`config.mk`:
```
export PLATFORM = sky130hd
export DESIGN_NAME = instr_encoder
export DESIGN_NICKNAME = d
export VERILOG_FILES = /design/src/rtl/rv_enc_pkg.sv /design/src/rtl/imm_scatter.sv /design/src/rtl/instr_encoder.sv
export SDC_FILE = /design/constraint.sdc
export NUM_CORES = 1
export LEC_CHECK = 0
export CORE_AREA = 5 5 106 108
export CTS_BUF_LIST = sky130_fd_sc_hd__clkbuf_16
export DETAILED_ROUTE_END_ITERATION = 8
export DIE_AREA = 0 0 111 113
export PLACE_DENSITY = 0.8
export SYNTH_ARGS = -nofsm -noshare
export SYNTH_HDL_FRONTEND = slang
export SYNTH_HIERARCHICAL = 1
export SYNTH_SLANG_ARGS = --single-unit
export TNS_END_PERCENT = 1
```
`constraint.sdc`:
```
create_clock -name clk_i -period 2.3 [get_ports clk_i]
set_input_delay 0.345 -clock clk_i [delete_from_list [all_inputs] [get_ports clk_i]]
set_output_delay 0.345 -clock clk_i [all_outputs]
set_load 0.05 [all_outputs]
```
`src/rtl/rv_enc_pkg.sv`:
```
// Shared constants for the RV32I instruction encoder: format codes, the NOP
// word substituted for unencodable input, and base opcodes.
package rv_enc_pkg;

  localparam logic [2:0] FMT_R = 3'd0;
  localparam logic [2:0] FMT_I = 3'd1;
  localparam logic [2:0] FMT_S = 3'd2;
  localparam logic [2:0] FMT_B = 3'd3;
  localparam logic [2:0] FMT_U = 3'd4;
  localparam logic [2:0] FMT_J = 3'd5;

  localparam logic [31:0] NOP_INSTR = 32'h0000_0013;

  localparam logic [6:0] OPC_LOAD   = 7'b0000011;
  localparam logic [6:0] OPC_OP_IMM = 7'b0010011;
  localparam logic [6:0] OPC_AUIPC  = 7'b0010111;
  localparam logic [6:0] OPC_STORE  = 7'b0100011;
  localparam logic [6:0] OPC_OP     = 7'b0110011;
  localparam logic [6:0] OPC_LUI    = 7'b0110111;
  localparam logic [6:0] OPC_BRANCH = 7'b1100011;
  localparam logic [6:0] OPC_JALR   = 7'b1100111;
  localparam logic [6:0] OPC_JAL    = 7'b1101111;

endpackage

```
`src/rtl/imm_scatter.sv`:
```
// Scatters a full 32-bit immediate into its instruction-word bit positions.
// Define IMMENC_RANGE_CHECK_EN to flag immediates the format cannot represent.
module imm_scatter
  import rv_enc_pkg::*;
(
  input  logic [2:0]  fmt,
  input  logic [31:0] imm,
  output logic [31:0] imm_bits,
  output logic        range_err
);

  always_comb begin
    imm_bits = '0;
    case (fmt)
      FMT_I: imm_bits[31:20] = imm[11:0];
      FMT_S: begin
        imm_bits[31:25] = imm[11:5];
        imm_bits[11:7]  = imm[4:0];
      end
      FMT_B: begin
        imm_bits[31]    = imm[12];
        imm_bits[30:25] = imm[10:5];
        imm_bits[11:8]  = imm[4:1];
        imm_bits[7]     = imm[11];
      end
      FMT_U: imm_bits[31:12] = imm[31:12];
      FMT_J: begin
        imm_bits[31]    = imm[20];
        imm_bits[30:21] = imm[10:1];
        imm_bits[20]    = imm[11];
        imm_bits[19:12] = imm[19:12];
      end
      default: imm_bits = '0;
    endcase
  end

`ifdef IMMENC_RANGE_CHECK_EN
  // Upper bits must be a pure sign extension; branch/jump offsets must be even.
  always_comb begin
    range_err = 1'b0;
    case (fmt)
      FMT_I, FMT_S: range_err = (imm[31:11] != {21{imm[11]}});
      FMT_B:        range_err = (imm[31:12] != {20{imm[12]}}) || imm[0];
      FMT_J:        range_err = (imm[31:20] != {12{imm[20]}}) || imm[0];
      FMT_U:        range_err = (imm[11:0] != 12'd0);
      default:      range_err = 1'b0;
    endcase
  end
`else
  logic unused_imm_lsb;
  assign unused_imm_lsb = imm[0];
  assign range_err      = 1'b0;
`endif

endmodule

```
`src/rtl/instr_encoder.sv`:
```
// Packs decoded RV32I fields into instruction words behind a one-stage
// valid/ready register, tagging each with its memory address. Option: IMMENC_RANGE_CHECK_EN.
module instr_encoder
  import rv_enc_pkg::*;
#(
  parameter logic [31:0] BASE_ADDR = 32'h0000_0000,
  parameter logic [31:0] ADDR_STEP = 32'd4,
  parameter int          ERR_CNT_W = 8
) (
  input  logic                 clk_i,
  input  logic                 rst_n_i,
  input  logic                 valid_i,
  output logic                 ready_o,
  input  logic [2:0]           fmt_i,
  input  logic [6:0]           opcode_i,
  input  logic [2:0]           funct3_i,
  input  logic [6:0]           funct7_i,
  input  logic [4:0]           rd_i,
  input  logic [4:0]           rs1_i,
  input  logic [4:0]           rs2_i,
  input  logic [31:0]          imm_i,
  output logic                 valid_o,
  input  logic                 ready_i,
  output logic [31:0]          instr_o,
  output logic [31:0]          addr_o,
  output logic                 err_o,
  output logic [ERR_CNT_W-1:0] err_cnt_o
);

  logic [31:0] imm_bits;
  logic        range_err;
  logic [31:0] enc_word;
  logic        enc_err;
  logic [31:0] addr_cnt;
  logic        accept;

  imm_scatter u_imm_scatter (
    .fmt       (fmt_i),
    .imm       (imm_i),
    .imm_bits  (imm_bits),
    .range_err (range_err)
  );

  assign ready_o = !valid_o || ready_i;
  assign accept  = valid_i && ready_o;

  // Register fields are placed only where the format uses them; the rest stay zero.
  always_comb begin
    enc_word = '0;
    enc_err  = 1'b0;
    case (fmt_i)
      FMT_R:        enc_word = {funct7_i, rs2_i, rs1_i, funct3_i, rd_i, opcode_i};
      FMT_I:        enc_word = {12'd0, rs1_i, funct3_i, rd_i, opcode_i};
      FMT_S, FMT_B: enc_word = {7'd0, rs2_i, rs1_i, funct3_i, 5'd0, opcode_i};
      FMT_U, FMT_J: enc_word = {20'd0, rd_i, opcode_i};
      default:      enc_err  = 1'b1;
    endcase
    enc_word = enc_word | imm_bits;
    if (enc_err || range_err) begin
      enc_word = NOP_INSTR;
      enc_err  = 1'b1;
    end
  end

  always_ff @(posedge clk_i or negedge rst_n_i) begin
    if (!rst_n_i) begin
      valid_o   <= 1'b0;
      instr_o   <= '0;
      addr_o    <= BASE_ADDR;
      err_o     <= 1'b0;
      err_cnt_o <= '0;
      addr_cnt  <= BASE_ADDR;
    end else if (accept) begin
      valid_o  <= 1'b1;
      instr_o  <= enc_word;
      err_o    <= enc_err;
      addr_o   <= addr_cnt;
      addr_cnt <= addr_cnt + ADDR_STEP;
      if (enc_err && (err_cnt_o != '1))
        err_cnt_o <= err_cnt_o + ERR_CNT_W'(1);
    end else if (ready_i) begin
      valid_o <= 1'b0;
    end
  end

endmodule

```
==> impl_results.md, run 1 <==
- Worst setup margin: 322 ps
- Setup tns final: 0 ps
- Crit Path Category: flop to output port
- RSZ-0062 raised after global routing: false
- CTS buffer count: 9
- Critical Path End Type: output port
- Total power: 5040 uW
- Die Height: 113 um
- CTS Buffer Depth: 2
- Asr flop ratio synth: 1.00
- Post-synth cell types: 43
- Gate Count Post-Synth: 482
- Antenna Cells: 0
- Setup Viol. Count Final: 0
- First-iteration detailed-routing DRC count: 168
- Die Width: 111 um
- Worst Path Buf+Inv: 1
- Worst r2r dst: addr_cnt[29]
- Worst path slowest cell: clkdlybuf4s50_1
- Hold Crit Class: flop to flop
- Vias: 3885
- Yosys top cell area share: 0.548
- Crit start category: flop
- Clock transition at the registers of the reported paths: 70 ps
- Layout fillers: 813
- GPL Wtd Cong: 0.910
- Via density: 5.03
- Layout cells sized above 1: 0.0833
- Row cnt: 37
- Max Used Layer: met4
- Cell taking the most area after synthesis: dfrtp_1
- Nets: 704
- Register Area: 2550 um2
- Family with the most delay on the worst path: buffers and inverters
- WL met3: 810 um
- Ports: 146
- Initial core utilization: 0.459
- Clk_lat worst skew: 340 ps
- Primary FF master, synth: dfrtp_1
- First-pass GRT wire length: 19800 um
- Min-Delay Endpoint: addr_o[10]
- Layout area overhead: 40.6%
- Area contributors post-synth: dfrtp_1 55%, nand2_1 11%, xnor2_1 4.1%
- Pre-CTS WS: 135 ps
- H-Tree Depth: 3
- Logic pwr share: 0.278
- Max-cap violations: 0
- Slew headroom: 0.451
- Drt wl/cell: 14.8 um
- Worst EP required: 1960 ps
- Antenna-violating nets left: 0
- Initial antenna violation count: 0
- Worst min-delay path startpoint: addr_o[10]
- Pint: 3280 uW
- Clock group share of total power: 0.288
- Sw power: 1760 uW
- CTS tree: done
- Final core utilization: 0.646
- Core ar.: 10100 um2
- Largest net degree at the start of global routing: 67
- Detail Placement HPWL: 8710 um
- Post-synth EDFFs: 0
- Area of the multi-input gates: 1950 um2
- FMAX: 506 MHz
- Placed cells: 755
- Residual DRC count: 0
- GRT Total Usage: 0.192
- Crit share post-route: 0.860
- Metal-1 WL: 4640 um
- R2R setup slack: 480 ps
- Most frequent cells in the layout: 141 x clkdlybuf4s50_1, 140 x nand2_1, 102 x dfrtp_1
- P_leak: 0.00296 uW
- P per Cell Area: 770 nW/um2
- Sequential element share of the synthesized area: 0.548
- Arrival @ worst endpoint: 1630 ps
- Final Hold Vio Count: 0
- Crit-path max cell delay: 840 ps
- Root Driver: clkbuf_16
- Grt ovf: 0
- Status: complete, no violations
- Sequential Power Share: 0.434
- Seq cells post-synth: 102
- CP Cell Sequence: clkdlybuf4s50_1
- VDD IR max: 0.464 mV
- Final WL: 11400 um
- Fin Clk Skew: 9.43 ps
- DIE AREA: 12500 um2
- I/O Buffers: 143
- Vias in the first global route: 4123
- Worst Hold Depth: 2
- Crit path time final: 1980 ps
- Met2 WL: 5720 um
- Worst-margin pin slew: 818 ps
- RR Startpoint: addr_cnt[4]
- Synth Cell Area: 4660 um2
- Sw Ratio: 0.350
- R2R cell count: 5
- Post-cts sizing count: 0
- YS warnings: 6
- Final Max Slew Viols: 0
- Finished Layout Cells: 772
- Commonest non-fill, non-tap cell in the layout: clkdlybuf4s50_1
- Worst-path fanout max: 6
- Clock sinks: 102
- TritonRoute pass-1 iters: 4
- Synth Area per Inst: 9.66 um2
[Yosys cell counts, types with 2 or more instances]
library cell and count:
and4_1 5, o21ai_1 6, and3_1 3, nand4_1 10
nand3_1 12, a22oi_2 6, clkbuf_1 12, conb_1 2
nor2_1 12, nand2_1 141, ha_1 2, xnor2_1 22
a21oi_1 29, xor2_1 14, mux2i_1 2, nand2b_1 2
a22oi_1 4, buf_4 11, dfrtp_1 102, nor3_2 2
o21ai_0 34, o32a_1 3, nor4_1 3, buf_6 3
inv_1 3, nor3_1 4, and2_1 14, nor2b_2 2
buf_1 3
[layer usage]
| metal | GRT usage | up-vias |
|---|---|---|
| met2 | 0.337 | 133 |
| li1 | - | 1896 |
| met5 | 0 | - |
| met3 | 0.0519 | 21 |
| met1 | 0.227 | 1835 |
| met4 | 0.0690 | 0 |
[area by class of cell]
cell class                 count  area share
sequential                   102       0.390
multi-input combinational    355       0.298
timing repair buffer         160       0.240
clock buffer                   9      0.0344
tap                          136      0.0260
clock inverter                 7      0.0105
inverter                       3     0.00172
[repair_timing]
item	CTS	global route
hold buffers	1	0
hold endpoints to repair	34	0
buffers inserted	0	0
setup endpoints to repair	0	0
[how the worst max path moves through the flow]
stage / from / endpoint / slack (ps) / depth (start not counted)
after floorplan: valid_o / instr_o[22] / 110 / 7
after global placement: ready_i / addr_cnt[29] / 180 / 6
after detailed placement: ready_i / addr_cnt[29] / 130 / 6
after CTS: err_cnt_o[1] / err_cnt_o[1] / 310 / 1
after global routing: err_cnt_o[1] / err_cnt_o[1] / 260 / 1
final: err_cnt_o[1] / err_cnt_o[1] / 320 / 1
[power by group through the flow]
stage	combinational, uW	clock (uW)	sequential (uW)
after floorplan	350	0	2690
after global placement	1390	0	2210
after detailed placement	1410	0	2220
after CTS	1420	1480	2190
after global routing	1500	1560	2220
final	1400	1450	2180
[flip-flops by register name (all words and copies together) (netlist names)]
name	flops
valid_o	1
err_o	1
addr_cnt	30
instr_o	32
err_cnt_o	8
addr_o	30
[kinds of logic (layout without fill, tap and decap cells)]
kind of cell	after synthesis	count (layout)	share of synthesized area
xor+xnor	36	36	0.0677
compound gates	85	85	0.109
simple gates	217	217	0.215
other cells	2	10	0.00161
mux	5	5	0.0124
flops	102	102	0.548
buf+inv	33	179	0.0406
fa+ha+maj	2	2	0.00537
[through the flow]
| step | area, um2 | hold slack (ps) |
|---|---|---|
| floorplan | 4690 | 49.4 |
| global placement | 6240 | 322 |
| detailed placement | 6240 | 330 |
| CTS | 6550 | 481 |
| global route | 6550 | 503 |
| finish | 6550 | 473 |
No activity file was read; power rests on OpenSTA's default activity.
==> inputs of run 2 (changes only) <==
--- a/config.mk
+++ b/config.mk
@@ -10,6 +10,7 @@
 export DETAILED_ROUTE_END_ITERATION = 8
 export DIE_AREA = 0 0 111 113
 export PLACE_DENSITY = 0.8
+export SKIP_CTS_REPAIR_TIMING = 1
 export SYNTH_ARGS = -nofsm -noshare
 export SYNTH_HDL_FRONTEND = slang
 export SYNTH_HIERARCHICAL = 1
==> impl_results.md, run 2 (synthesized netlist as in run 1, its figures left out) <==
- Status: complete, no violations
- CTS Buffer Depth: 2 (unchanged)
- P per Cell Area: 770 nW/um2 (about the same)
- Crit start category: flop
- Drt wl/cell: 14.8 um (+0.35%)
- GRT Total Usage: 0.192 (+0.000230)
- Ports: 146 (unchanged)
- Vias: 3883 (-0.051%)
- First-pass GRT wire length: 19800 um (about the same)
- First-iteration detailed-routing DRC count: 200 (+19%)
- Layout fillers: 813 (unchanged)
- Antenna-violating nets left: 0 (unchanged)
- Die Width: 111 um (unchanged)
- VDD IR max: 0.464 mV (about the same)
- Largest net degree at the start of global routing: 67 (unchanged)
- Clock transition at the registers of the reported paths: 70 ps (about the same)
- Worst-path fanout max: 6 (unchanged)
- Detail Placement HPWL: 8710 um (unchanged)
- Nets: 704 (unchanged)
- Via density: 5.03 (about the same)
- Sw Ratio: 0.350 (+0.000361)
- FMAX: 505 MHz (about the same)
- Initial core utilization: 0.459 (unchanged)
- Sw power: 1760 uW (+0.16%)
- Placed cells: 755 (unchanged)
- Hold Crit Class: flop to flop
- Crit share post-route: 0.861 (about the same)
- Root Driver: clkbuf_16
- Pint: 3280 uW (about the same)
- Clock sinks: 102 (unchanged)
- Crit path time final: 1980 ps (+1.69 ps)
- Commonest non-fill, non-tap cell in the layout: clkdlybuf4s50_1
- Leading registers by flop count: instr_o x32, addr_cnt x30, addr_o x30
- Residual DRC count: 0 (unchanged)
- Vias in the first global route: 4114 (-0.22%)
- RSZ-0062 raised after global routing: false
- CTS tree: done
- Setup tns final: 0 ps (unchanged)
- CTS buffer count: 9 (unchanged)
- Row cnt: 37 (unchanged)
- Area of the multi-input gates: 1950 um2 (unchanged)
- Critical Path End Type: output port
- P_leak: 0.00296 uW (unchanged)
- Family with the most delay on the worst path: buffers and inverters
- Antenna Cells: 0 (unchanged)
- Fin Clk Skew: 8.53 ps (-0.900 ps)
- Initial antenna violation count: 0 (unchanged)
- Setup Viol. Count Final: 0 (unchanged)
- Max reg flops: 32 (unchanged)
- Layout cells sized above 1: 0.0833 (unchanged)
- TritonRoute pass-1 iters: 4 (unchanged)
- Pre-CTS WS: 135 ps (unchanged)
- Crit-path max cell delay: 840 ps (about the same)
- Core ar.: 10100 um2 (unchanged)
- Die Height: 113 um (unchanged)
- Sequential Power Share: 0.433 (about the same)
- Worst path slowest cell: clkdlybuf4s50_1
- I/O Buffers: 143 (unchanged)
- Worst Path Buf+Inv: 1 (unchanged)
- Worst setup margin: 320 ps (-1.69 ps)
- H-Tree Depth: 3 (unchanged)
- CP Cell Sequence: clkdlybuf4s50_1
- Worst-margin pin slew: 821 ps (+3.03 ps)
- Slew headroom: 0.449 (-0.00203)
- Final Max Slew Viols: 0 (unchanged)
- Most frequent cells in the layout: 141 x clkdlybuf4s50_1, 140 x nand2_1, 102 x dfrtp_1
- Register Area: 2550 um2 (unchanged)
- Max-cap violations: 0 (unchanged)
- Final Hold Vio Count: 0 (unchanged)
- DIE AREA: 12500 um2 (unchanged)
- GPL Wtd Cong: 0.910 (unchanged)
- Clock group share of total power: 0.288 (about the same)
- Worst EP required: 1960 ps (about the same)
- Layout area overhead: 40.6% (unchanged)
- Largest Register: instr_o
- Crit Path Category: flop to output port
- Clk_lat worst skew: 340 ps (about the same)
- Grt ovf: 0 (unchanged)
- Finished Layout Cells: 772 (unchanged)
- Final WL: 11500 um (+0.35%)
- Arrival @ worst endpoint: 1630 ps (about the same)
- R2R setup slack: 480 ps (about the same)
- Logic pwr share: 0.278 (about the same)
==> run 2: cell counts in the layout (fill, tap and decap cells not counted) <==
Identical to the previous run, type by type.
==> run 2: stage by stage <==
step / total power (uW) / util / hold WS [ps] / instance area (um2)
finish: 5040 / 0.646 / 473 / 6550
global route: 5280 / 0.646 / 503 / 6550
CTS: 5090 / 0.645 / -45.1 / 6540
detailed placement: 3630 / 0.616 / 330 / 6240
global placement: 3600 / 0.616 / 322 / 6240
floorplan: 3040 / - / 49.4 / 4690
==> run 2: area by class of cell <==
class,count,share of cell area
Sequential cell,102,0.390
Clock buffer,9,0.0344
Timing Repair Buffer,160,0.240
Inverter,3,0.00172
Multi-Input combinational cell,355,0.298
Clock inverter,7,0.0105
Tap cell,136,0.0260
==> run 2: worst reg2reg max path, delay by kind of cell, from the launching register on <==
kind	cells	cell delay, ps
xor+xnor	1	150
flops	1	420
simple gates	4	1190
==> run 2: path summary, 6_finish.rpt <==
path	from	end	cells past startpoint
max	err_cnt_o[1]	err_cnt_o[1]	1
min	addr_o[10]	addr_o[10]	2
max reg2reg	addr_cnt[4]	addr_cnt[29]	5
min reg2reg	addr_o[10]	addr_o[10]	2
max in group asynchronous	rst_n_i	instr_o[10]	3
min in group asynchronous	rst_n_i	addr_o[19]	2
==> run 2: power by group through the flow <==
stage	Clock (uW)	Sequential, uW	Combinational [uW]
floorplan	0	2690	350
global placement	0	2210	1390
detailed placement	0	2220	1410
CTS	1480	2190	1420
global route	1560	2220	1500
finish	1450	2180	1400
==> run 2: per-layer routing <==
layer | global-route usage | up-vias | wire length (um)
li1 | - | 1896 | -
met1 | 0.228 | 1842 | 4680
met2 | 0.337 | 124 | 5760
met3 | 0.0519 | 21 | 775
met4 | 0.0690 | 0 | 242
met5 | 0 | - | 0
==> inputs of run 3 (changes only) <==
--- a/config.mk
+++ b/config.mk
@@ -7,6 +7,7 @@
 export LEC_CHECK = 0
 export CORE_AREA = 5 5 106 108
 export CTS_BUF_LIST = sky130_fd_sc_hd__clkbuf_16
+export CTS_CLUSTER_DIAMETER = 80
 export DETAILED_ROUTE_END_ITERATION = 8
 export DIE_AREA = 0 0 111 113
 export PLACE_DENSITY = 0.8
==> results of run 3 <==
The final DEF is identical to that of run 2; final timing and power are the same.
